--- config.mk ---
export PLATFORM = sky130hd
export DESIGN_NAME = inst_sequencer
export DESIGN_NICKNAME = d
export VERILOG_FILES = /design/src/rtl/inst_sequencer.sv
export SDC_FILE = /design/constraint.sdc
export NUM_CORES = 1
export LEC_CHECK = 0
export ABC_AREA = 0
export CAP_MARGIN = 0
export CORE_ASPECT_RATIO = 0.7
export CORE_UTILIZATION = 49
export CTS_BUF_LIST = sky130_fd_sc_hd__clkbuf_8 sky130_fd_sc_hd__clkbuf_16
export CTS_CLUSTER_DIAMETER = 200
export DETAILED_ROUTE_END_ITERATION = 16
export PLACE_DENSITY = 0.8
export RECOVER_POWER = 25
export SYNTH_ARGS = -nofsm -noshare
export SYNTH_HDL_FRONTEND = slang
export SYNTH_SLANG_ARGS = --single-unit
--- constraint.sdc ---
create_clock -name clk -period 3.3 [get_ports clk]
set_input_delay 0.825 -clock clk [delete_from_list [all_inputs] [get_ports clk]]
set_output_delay 0.825 -clock clk [all_outputs]
set_load 0.05 [all_outputs]
--- src/rtl/inst_sequencer.sv ---
// inst_sequencer: steps a core through one job per start pulse:
// host -> xmem writes, xmem -> L0 loads, execute, ofifo -> pmem drain.
module inst_sequencer #(
    parameter int unsigned row        = 8,
    parameter int unsigned col        = 8,
    parameter int unsigned bw         = 4,
    parameter int unsigned inst_width = 35
) (
    input  logic                    clk,
    input  logic                    reset,
    input  logic                    start,
    input  logic [11:0]             len,
    input  logic [10:0]             x_base,
    input  logic [10:0]             p_base,
    input  logic                    in_valid,
    input  logic [bw*row-1:0]       in_data,
    output logic                    in_ready,
    input  logic                    ofifo_valid,
    output logic [inst_width-1:0]   inst,
    output logic [bw*row-1:0]       D_xmem,
    output logic                    busy,
    output logic                    done
);

    localparam int unsigned data_w = bw * row;

    // The instruction word layout is fixed at 35 bits; wider words are zero-padded.
    if (row == 0 || col == 0 || bw == 0 || inst_width < 35) begin : g_bad_params
        $error("inst_sequencer: illegal parameter set");
    end

    typedef struct packed {
        logic        acc;
        logic        cen_pmem;
        logic        wen_pmem;
        logic [10:0] a_pmem;
        logic        cen_xmem;
        logic        wen_xmem;
        logic [10:0] a_xmem;
        logic        ofifo_rd;
        logic [1:0]  rsvd_hi;
        logic        l0_rd;
        logic        l0_wr;
        logic        execute;
        logic [1:0]  rsvd_lo;
    } inst_t;

    typedef enum logic [2:0] {
        IDLE,
        WR_X,
        LD_L0,
        EXEC,
        DRAIN,
        DONE
    } state_t;

    state_t             state, state_n;
    logic [11:0]        k, k_n;
    logic [11:0]        len_q, len_n;
    logic [10:0]        xb_q, xb_n;
    logic [10:0]        pb_q, pb_n;
    inst_t              word_n;
    logic [34:0]        word_bits;
    logic [data_w-1:0]  d_n;
    logic               done_n;
    logic [11:0]        last_k;

    assign last_k    = 12'(len_q - 12'd1);
    assign word_bits = word_n;

    // State and output registers; every output reflects the previous cycle's decision.
    always_ff @(posedge clk) begin
        if (reset) begin
            state    <= IDLE;
            k        <= '0;
            len_q    <= '0;
            xb_q     <= '0;
            pb_q     <= '0;
            inst     <= inst_width'(35'h3_0018_0000);
            D_xmem   <= '0;
            in_ready <= 1'b0;
            busy     <= 1'b0;
            done     <= 1'b0;
        end else begin
            state    <= state_n;
            k        <= k_n;
            len_q    <= len_n;
            xb_q     <= xb_n;
            pb_q     <= pb_n;
            inst     <= inst_width'(word_bits);
            D_xmem   <= d_n;
            in_ready <= (state_n == WR_X);
            busy     <= (state_n != IDLE);
            done     <= done_n;
        end
    end

    // Next-state, counter and instruction-word decode.
    always_comb begin
        state_n         = state;
        k_n             = k;
        len_n           = len_q;
        xb_n            = xb_q;
        pb_n            = pb_q;
        d_n             = '0;
        done_n          = 1'b0;
        word_n          = '0;
        word_n.cen_pmem = 1'b1;
        word_n.wen_pmem = 1'b1;
        word_n.cen_xmem = 1'b1;
        word_n.wen_xmem = 1'b1;

        case (state)
            IDLE: begin
                if (start) begin
                    if (len != 12'd0) begin
                        len_n   = len;
                        xb_n    = x_base;
                        pb_n    = p_base;
                        k_n     = '0;
                        state_n = WR_X;
                    end else begin
                        state_n = DONE;
                    end
                end
            end
            WR_X: begin
                if (in_valid && in_ready) begin
                    word_n.cen_xmem = 1'b0;
                    word_n.wen_xmem = 1'b0;
                    word_n.a_xmem   = 11'(xb_q + k[10:0]);
                    d_n             = in_data;
                    if (k == last_k) begin
                        k_n     = '0;
                        state_n = LD_L0;
                    end else begin
                        k_n = 12'(k + 12'd1);
                    end
                end
            end
            LD_L0: begin
                // Read k while loading the word read on the previous cycle.
                if (k < len_q) begin
                    word_n.cen_xmem = 1'b0;
                    word_n.a_xmem   = 11'(xb_q + k[10:0]);
                end
                word_n.l0_wr = (k != 12'd0);
                if (k == len_q) begin
                    k_n     = '0;
                    state_n = EXEC;
                end else begin
                    k_n = 12'(k + 12'd1);
                end
            end
            EXEC: begin
                word_n.l0_rd   = 1'b1;
                word_n.execute = 1'b1;
                if (k == last_k) begin
                    k_n     = '0;
                    state_n = DRAIN;
                end else begin
                    k_n = 12'(k + 12'd1);
                end
            end
            DRAIN: begin
                if (ofifo_valid) begin
                    word_n.ofifo_rd = 1'b1;
                    word_n.cen_pmem = 1'b0;
                    word_n.wen_pmem = 1'b0;
                    word_n.a_pmem   = 11'(pb_q + k[10:0]);
                    if (k == last_k) begin
                        k_n     = '0;
                        state_n = DONE;
                    end else begin
                        k_n = 12'(k + 12'd1);
                    end
                end
            end
            DONE: begin
                done_n  = 1'b1;
                state_n = IDLE;
            end
            default: begin
                state_n = IDLE;
            end
        endcase
    end

endmodule
Word-level counts from Yosys, hierarchy flattened
Index checks and enable logic that the tools add are counted.
- bits of input ports: 71
- flip-flop bits (word level): 119
- reduce and logical (&&, ||, !) cells: 13
- equality and inequality tests: 12
- magnitude comparators: 1
- $add $sub $neg: 4
- bitwise logic cells: 5
- muxes and demuxes: 25
- operators by type and width (operator ; count):
    2-to-1 mux 12 bit ; 6
    one-hot mux 12 bit (5 select lines) ; 1
    2-to-1 mux 13 bit ; 2
    equality test 12 bit ; 2
    2-to-1 mux 3 bit ; 8
    nonzero test 12 bit ; 2
    adder 11 bit ; 2
    one-hot mux 11 bit (2 select lines) ; 1
    one-hot mux 3 bit (5 select lines) ; 1
    adder 12 x 1 -> 12 bit (second input constant) ; 1
    < comparator 12 bit ; 1
    subtractor 12 x 1 -> 12 bit (second input constant) ; 1
    2-to-1 mux 11 bit ; 1
    != test 2 bit (second input constant) ; 4
    equality test 3 x 1 -> 1 bit (second input constant) ; 2
    equality test 3 x 2 -> 1 bit (second input constant) ; 2
    equality test 3 bit (second input constant) ; 2
    OR reduction 2 bit ; 3
    OR reduction 3 bit ; 2
    NOT 1 bit ; 5
    AND reduction 5 bit ; 1
    nonzero test 5 bit ; 1
    2-to-1 mux 1 bit ; 4
    zero test 3 bit ; 1
    4 further kinds ; 4

Longest topological paths before layout
Gate-level depths: netlist of run 1.
- depth after elaboration: 6
- depth in mapped cells: 11
- depth with buffers taken out: 11

Worst setup path after synthesis of run 1
Ideal clock, no wire load.
- kind: flip-flop to flip-flop
- start: register k[0]
- end: register inst[18]
- setup time: 0.127 ns
- data required time: 3.173 ns
- data arrival time: 2.306 ns
- stages on the path, launching flop included: 11
- period minus slack after synthesis: 2.433 ns
- path slack: 0.867 ns
- buffers on the path: 0
- path through: dfxtp_1 > ha_1 > fa_1 > a21o_1 > a21oi_1 > o21bai_1 > a21oi_1 > o21ai_0 > a2111oi_0 > a41o_1 > nor3_1
- longest elaborated chain between the ends: 3
- RTL lines (element ; RTL line ; text):
    start: declaration ; 58 ; logic [11:0] k, k_n;
    start signal: assignment ; 86 ; k <= k_n;
    adder 11 bit / < comparator 12 bit (equally long branches) ; 131, 145, 143 ;
    2-to-1 mux 11 bit / 2-to-1 mux 13 bit (equally long branches) ; 143, 128 ;
    one-hot mux 11 bit (2 select lines) (*) ; 113 ; case (state)
    end signal: assignment ; 79 ; inst <= inst_width'(35'h3_0018_0000);
    end signal: assignment ; 90 ; inst <= inst_width'(word_bits);
    end: declaration ; 19 ; output logic [inst_width-1:0] inst,
Every way passes the cells marked *; elsewhere a longest branch is shown, timed or not.
A chain may end at the register's enable or synchronous reset.

Worst setup path in the final report of run 1
- start: input len[7]
- end: register k[9]
- longest elaborated chain between the ends: 3
- RTL lines (element ; RTL line ; text):
    start: declaration ; 12 ; input logic [11:0] len,
    nonzero test 12 bit ; 116 ; if (len != 12'd0) begin
    != test 2 bit (no source line) ; -- ;
    AND reduction 5 bit (no source line) ; -- ;
Every way passes these cells.

==> results.yml, run 1 <==
logic_synthesis:
  syn_avg_cell_area_um2: 8.55
  synth_top_cell_area_share: 0.418
  async_flop_share: 0
  synth_edf_count: 0
  yosys_warnings: 0
  synth_most_common_cell: "dfxtp_1"
  synth_area_leader_cell: "dfxtp_1"
  synth_cells: 628
  seq_area_frac_synth: 0.418
  ys.flop_type: "dfxtp_1"
  synth_common_cells: "112 x dfxtp_1, 99 x nand2_1, 59 x a21oi_1, 43 x nor2_1"
  synth_area_mm2: 0.00537
  ys_ff_latch: 112
  synth_cell_type_count: 57
  synth_area_leaders: "dfxtp_1 42%, ha_1 8.2%, nand2_1 6.9%"
die:
  initial_utilization: 0.511
  dieWidth_um: 127
  core_area_mm2: 0.0105
  die_area_mm2: 0.0114
  top_level_ports: 141
  fp.dieH_um: 89.6
  rows: 31
clock_tree:
  clkSinkCount: 112
  cts-root-buf: "clkbuf_16"
  clk_latency_ns: 0.34
  post_cts_buffers: 0
  clkTransAtPathRegs_ns: 0.07
  numCtsBuffers: 9
  postCtsResizedCells: 0
  cts_buffer_depth: 2
  hold_buffers: 0
  cts_tree: "built"
  htree_levels: 3
sta:
  hold_violations: 0
  fin_tns_setup_ns: 0
  fin_skew_ns: 0.00519
  finalSetupViolations: 0
  tightest_slew_ns: 1.03
  rsz0062_at_grt: "false"
  finalCritPeriodShare: 0.864
  slew_viol_final: 0
  fin_ws_ns: 0.449
  min_period_ns: 2.85
  relSlewSlack: 0.316
  max_freq_ghz: 0.351
global_route:
  antenna_found_initial: 0
  track_usage: 0.243
  grt_pass1_vias: 4539
  grt_pass1_wl_um: 21700
  grt_max_degree: 46
  overflow: 0
final_layout:
  antenna_cells: 0
  drive_above_1_share: 0.0478
  finish.utilization: 0.677
  syn_to_final_growth_pct: 32.5
  final_nets: 856
place:
  io_buffer_count: 135
  place_ws_ns: 0.187
  dp_hpwl_um: 10200
  place_congestion: 0.911
setup_path:
  required_ns: 3.53
  arrival_ns: 3.08
  cp_max_fo: 5
  start_kind: "input port"
  cp-end-kind: "register"
  critical_path_class: "input port to register"
power_and_ir_drop:
  p_leak_nw: 2.86
  vdd_drop_max_v: 0.000260
  report.power.total_mw: 2.96
  p_per_area_mw_per_mm2: 416
detailed_routing:
  wl_per_cell_um: 15.2
  drt_iter0_markers: 301
  postRouteAntennaNets: 0
  num_vias: 4777
  routed_wl_um: 13700
  first_pass_iters: 5
  route.detailed.drc: 0
  vias_per_cell: 5.30
hold_path:
  hp-class: "register to register"
flow_run:
  drv_cap: 0
status:
  status: "finished, final reports clean"
stage by stage:
stage | hold WS, ns | std cells | instance area, µm²
after floorplan | 0.440 | 632 | 5390
after global placement | 0.446 | 885 | 6810
after detailed placement | 0.455 | 885 | 6810
after CTS | 0.465 | 901 | 7120
after global routing | 0.484 | 901 | 7110
final | 0.467 | 901 | 7110
path summary, 6_finish.rpt:
| kind | start | endpoint | slack [ns] | depth (start not counted) |
|---|---|---|---|---|
| max | len[7] | k[9]$_SDFFE_PP0P_ | 0.45 | 9 |
| min | xb_q[0]$_SDFFE_PP0P_ | xb_q[0]$_SDFFE_PP0P_ | 0.47 | 2 |
| max reg2reg | k[0]$_SDFFE_PP0P_ | inst[18]$_SDFF_PP0_ | 0.50 | 10 |
| min reg2reg | xb_q[0]$_SDFFE_PP0P_ | xb_q[0]$_SDFFE_PP0P_ | 0.47 | 2 |
area by class of cell:
cell class,instances,area (µm²)
multi-input combinational,453,2860
clock inverter,7,83.8
inverter,29,109
clock buffer,9,225
tap,148,185
sequential,112,2240
timing repair buffer,143,1410
fill,813,3400
per-layer routing:
layer | GRT usage | vias up | share of wire
met5 | 0 | - | 0
met4 | 0.0639 | 0 | 0.010
met3 | 0.0598 | 18 | 0.089
met2 | 0.416 | 183 | 0.45
met1 | 0.312 | 2211 | 0.45
li1 | - | 2365 | -
power breakdown:
group,internal [mW],total [mW],switching (mW),leakage [nW]
clock network,0.599,1.12,0.517,0.150
logic,0.191,0.423,0.232,1.80
registers,1.38,1.42,0.0339,0.909
total,2.17,2.96,0.782,2.86
cells by family (layout without fill, tap and decap cells):
| group | after synthesis | after routing | share of synthesized area |
|---|---|---|---|
| and+or+nand+nor | 250 | 250 | 0.228 |
| AOI/OAI and AO/OA | 122 | 122 | 0.147 |
| DFF | 112 | 112 | 0.418 |
| buffers and inverters | 67 | 188 | 0.0534 |
| adders and majority gates | 37 | 37 | 0.0890 |
| xor gates and xnor gates | 36 | 36 | 0.0587 |
| muxes | 3 | 3 | 0.00559 |
| other | 1 | 5 | 0.000698 |
critical path, cell delays in order:
cell and delay (ns):
clkdlybuf4s50_1 0.42, nor4_1 0.46, and3_1 0.33, nor3_1 0.10, nor2_1 0.38, nor3_1 0.18
nor3b_1 0.19, xnor2_1 0.13, nor2_1 0.05
layout by cell type (no fill, tap or decap), types with 3 or more instances in the layout:
| cell type | n |
|---|---|
| and2_0 | 5 |
| nor4_1 | 9 |
| nand4_1 | 7 |
| a31oi_1 | 5 |
| buf_4 | 7 |
| clkbuf_16 | 9 |
| and2_1 | 30 |
| nand2_1 | 99 |
| o2111ai_1 | 3 |
| inv_1 | 30 |
| xor2_1 | 12 |
| nand3_1 | 7 |
| ha_1 | 35 |
| dfxtp_1 | 112 |
| nor2_1 | 42 |
| and3_1 | 4 |
| o21ai_0 | 15 |
| o21a_1 | 4 |
| dlygate4sd3_1 | 12 |
| nor3_1 | 21 |
| nor2b_1 | 7 |
| xnor2_1 | 24 |
| a21o_1 | 10 |
| o31ai_1 | 5 |
| a21oi_1 | 59 |
| or3_1 | 4 |
| mux2i_1 | 3 |
| conb_1 | 5 |
| clkdlybuf4s50_1 | 123 |
registers in the layout, summed over array words and instances, names as in the netlist:
signal,flops
D_xmem,32
busy,1
done,1
in_ready,1
inst,28
k,12
len_q,12
pb_q,11
state,3
xb_q,11
Power figures use the tool's default switching activity.
==> inputs of run 2 (changes only) <==
Settings changed: CORE_UTILIZATION 49 to 51, CTS_BUF_LIST sky130_fd_sc_hd__clkbuf_8 sky130_fd_sc_hd__clkbuf_16 to sky130_fd_sc_hd__clkbuf_4 sky130_fd_sc_hd__clkbuf_8, PLACE_DENSITY 0.8 to 0.83.
==> run 2 against run 1 <==
- sequential cell count is the same
- register-to-register slack got worse by 0.10 ns
- total power fell by 13%
- via count up 0.71%
- clock skew is 0.010 ns higher
- design area fell by 1.8%
- largest power group unchanged
==> results.yml, run 2 (same netlist as run 1, synthesis figures left out) <==
status:
  status: "finished, final reports clean"
place:
  dp_hpwl_um: 10900
  place_inst: 869
  place_congestion: 0.901
  io_buffer_count: 135
final_layout:
  top_register: "D_xmem"
  fillers: 752
  top_regs: "D_xmem x32, inst x28"
  final_common_cell: "dfxtp_1"
  syn_to_final_growth_pct: 30.0
  final_cell_mix: "112 x dfxtp_1, 103 x clkdlybuf4s50_1, 99 x nand2_1"
  largest_reg_flops: 32
  final_cells: 883
  antenna_cells: 0
  finish.utilization: 0.702
  final_nets: 860
  drive_above_1_share: 0.0503
die:
  fp.dieH_um: 87.9
  rows: 30
  dieWidth_um: 125
  die_area_mm2: 0.0110
  initial_utilization: 0.540
  top_level_ports: 141
  core_area_mm2: 0.00995
clock_tree:
  post_cts_buffers: 0
  htree_levels: 3
  cts_buffer_depth: 2
  clkSinkCount: 112
  clk_latency_ns: 0.37
  cts_tree: "built"
  numCtsBuffers: 9
  postCtsResizedCells: 0
  hold_buffers: 0
  cts-root-buf: "clkbuf_8"
  clkTransAtPathRegs_ns: 0.10
hold_path:
  hp-class: "register to register"
detailed_routing:
  vias_per_cell: 5.45
  routed_wl_um: 14200
  first_pass_iters: 7
  route.detailed.drc: 0
  drt_iter0_markers: 398
  num_vias: 4811
  postRouteAntennaNets: 0
  wl_per_cell_um: 16.1
sta:
  fin_skew_ns: 0.0154
  tightest_slew_ns: 0.974
  relSlewSlack: 0.350
  fin_tns_setup_ns: 0
  hold_violations: 0
  finalSetupViolations: 0
  max_freq_ghz: 0.344
  rsz0062_at_grt: "false"
  finalCritPeriodShare: 0.880
  min_period_ns: 2.90
  slew_viol_final: 0
global_route:
  grt_max_degree: 35
  grt_pass1_wl_um: 22600
  grt_pass1_vias: 4752
  antenna_found_initial: 0
  track_usage: 0.260
  overflow: 0
power_and_ir_drop:
  p_per_area_mw_per_mm2: 369
  report.power.total_mw: 2.57
  p_leak_nw: 2.88
  vdd_drop_max_v: 0.000277
setup_path:
  start_kind: "register"
  required_ns: 3.54
  critical_path_class: "register to register"
  cp_max_fo: 5
  arrival_ns: 3.14
  cp-end-kind: "register"
flow_run:
  drv_cap: 0
[run 2: path summary, 6_finish.rpt]
path | from | endpoint | slack, ns | cells after the start
max | k[0]$_SDFFE_PP0P_ | inst[18]$_SDFF_PP0_ | 0.40 | 10
min | xb_q[8]$_SDFFE_PP0P_ | xb_q[8]$_SDFFE_PP0P_ | 0.47 | 2
max reg2reg | k[0]$_SDFFE_PP0P_ | inst[18]$_SDFF_PP0_ | 0.40 | 10
min reg2reg | xb_q[8]$_SDFFE_PP0P_ | xb_q[8]$_SDFFE_PP0P_ | 0.47 | 2
[run 2: where the power goes]
group	internal [mW]	total (mW)	switching [mW]
clock	0.297	0.727	0.431
sequential	1.38	1.42	0.0348
combinational	0.194	0.428	0.235
[run 2: through the flow]
stage	setup WS (ns)	instance area, µm²	hold slack, ns
floorplan	0.867	5390	0.440
global placement	0.349	6820	0.446
detailed placement	0.308	6820	0.458
CTS	0.480	6990	0.473
global route	0.184	6980	0.499
finish	0.396	6980	0.474
[run 2: area by class of cell]
type | instances | area (µm²) | area share
Sequential cell | 112 | 2240 | 0.321
Clock inverter | 3 | 18.8 | 0.00269
Inverter | 29 | 109 | 0.0156
Clock buffer | 11 | 145 | 0.0208
Multi-Input combinational cell | 453 | 2860 | 0.409
Tap cell | 128 | 160 | 0.0229
Timing Repair Buffer | 147 | 1450 | 0.207
[run 2: per-layer routing]
| layer | part of all wire | global-route usage |
|---|---|---|
| met1 | 0.45 | 0.339 |
| met2 | 0.46 | 0.437 |
| met3 | 0.074 | 0.0641 |
| met4 | 0.0084 | 0.0624 |
| met5 | 0 | 0 |
[run 2: worst max-delay path, stage by stage, from the launching register on]
cell and delay (ns):
dfxtp_1 0.39, ha_1 0.26, fa_1 0.41, a21o_1 0.18, a21oi_1 0.25, o21bai_1 0.09
a21oi_1 0.26, o21ai_0 0.24, a2111oi_0 0.49, a41o_1 0.15, nor3_1 0.05
==> inputs of run 3 (changes only) <==
Settings changed: GPL_TIMING_DRIVEN from default to 0.
==> run 3 against run 2 <==
- critical path depth is 2 lower
- routed wire length is 3.3% higher
- cell count is 3.1% higher
- sequential share of layout area is 0.39 points lower
- largest cell class unchanged
==> results.yml, run 3 (same netlist as run 1, synthesis figures left out) <==
die:
  top_level_ports: 141
  die_area_mm2: 0.0110
  initial_utilization: 0.540
  core_area_mm2: 0.00995
  rows: 30
  fp.dieH_um: 87.9
  dieWidth_um: 125
place:
  io_buffer_count: 135
  place_ws_ns: -0.234
  dp_hpwl_um: 11500
  place_congestion: 0.909
  placed_area_mm2: 0.00690
  place_inst: 895
power_and_ir_drop:
  vdd_drop_max_v: 0.000208
  p_per_area_mw_per_mm2: 369
  p_leak_nw: 2.79
  report.power.total_mw: 2.61
setup_path:
  critical_path_class: "input port to register"
  arrival_ns: 3.43
  cp_max_fo: 10
  cp-end-kind: "register"
  required_ns: 3.61
  start_kind: "input port"
sta:
  tightest_slew_ns: 0.867
  fin_skew_ns: 0.0125
  slew_viol_final: 0
  worst_hold_slack_ns: 0.468
  fin_tns_setup_ns: 0
  finalSetupViolations: 0
  min_period_ns: 3.12
  hold_violations: 0
  finalCritPeriodShare: 0.945
  fin_ws_ns: 0.181
  max_freq_ghz: 0.321
  relSlewSlack: 0.420
  rsz0062_at_grt: "false"
clock_tree:
  numCtsBuffers: 9
  htree_levels: 3
  clkTransAtPathRegs_ns: 0.10
  clk_latency_ns: 0.39
  postCtsResizedCells: 0
  hold_buffers: 0
  cts-root-buf: "clkbuf_8"
  cts_buffer_depth: 2
  cts_tree: "built"
  post_cts_buffers: 0
  clkSinkCount: 112
final_layout:
  largest_reg_flops: 32
  final_cell_mix: "134 x clkdlybuf4s50_1, 112 x dfxtp_1, 99 x nand2_1"
  top_regs: "D_xmem x32, inst x28"
  antenna_cells: 0
  final_nets: 886
  drive_above_1_share: 0.0460
  final_cells: 910
  finish.utilization: 0.710
  final_area_mm2: 0.00707
  top_register: "D_xmem"
  final_common_cell: "clkdlybuf4s50_1"
  syn_to_final_growth_pct: 31.6
global_route:
  grt_max_degree: 19
  grt_pass1_wl_um: 23100
  track_usage: 0.268
  antenna_found_initial: 1
  grt_pass1_vias: 4675
  overflow: 0
detailed_routing:
  routed_wl_um: 14600
  first_pass_iters: 7
  route.detailed.drc: 0
  postRouteAntennaNets: 0
  num_vias: 4896
  vias_per_cell: 5.38
  drt_iter0_markers: 486
  wl_per_cell_um: 16.1
flow_run:
  drv_cap: 0
status:
  status: "finished, final reports clean"
hold_path:
  hp-class: "register to register"
run 3: changes by cell type in the layout (fill, tap and decap cells not counted), moves of 2 or more:
cell	before	now
buf_4	9	7
dlygate4sd3_1	32	1
and2_0	0	14
clkinv_4	0	2
clkdlybuf4s50_1	103	134
and2_1	35	21
clkbuf_1	1	29
run 3: report_power, final:
group / total, mW / internal, mW / switching [mW] / leakage, nW
Combinational: 0.447 / 0.198 / 0.249 / 1.79
Clock: 0.750 / 0.276 / 0.474 / 0.0870
Sequential: 1.41 / 1.38 / 0.0260 / 0.909
run 3: path summary, 6_finish.rpt:
path                          from                   end  slack [ns]  cells past startpoint
max                         len[7]  pb_q[3]$_SDFFE_PP0P_        0.18                      8
min           pb_q[5]$_SDFFE_PP0P_  pb_q[5]$_SDFFE_PP0P_        0.47                      2
max reg2reg  len_q[0]$_SDFFE_PP0P_     k[6]$_SDFFE_PP0P_        0.38                     11
min reg2reg   pb_q[5]$_SDFFE_PP0P_  pb_q[5]$_SDFFE_PP0P_        0.47                      2
run 3: area by class of cell:
cell class              instances  area [µm²]
plain buffers                  38         178
clock buffers                   9         124
clock inverters                 6        46.3
fillers                       761        2880
inverters                      29         109
multi-input cells             453        2860
flip-flops and latches        112        2240
well taps                     128         160
repair buffers                135        1350
run 3: worst max-delay path, stage by stage:
cell	delay (ns)
clkdlybuf4s50_1	0.49
nor4_1	0.09
and3_1	0.24
or3_1	0.38
nor2_1	0.67
clkbuf_1	0.46
nand2_1	0.12
a21oi_1	0.15
run 3: routing by layer:
metal  GRT usage  vias to the layer above  wire length, µm
li1            -                     2424                -
met1       0.358                     2228             6690
met2       0.434                      219             6560
met3      0.0745                       25             1220
met4      0.0657                        0              177
met5           0                        -                0
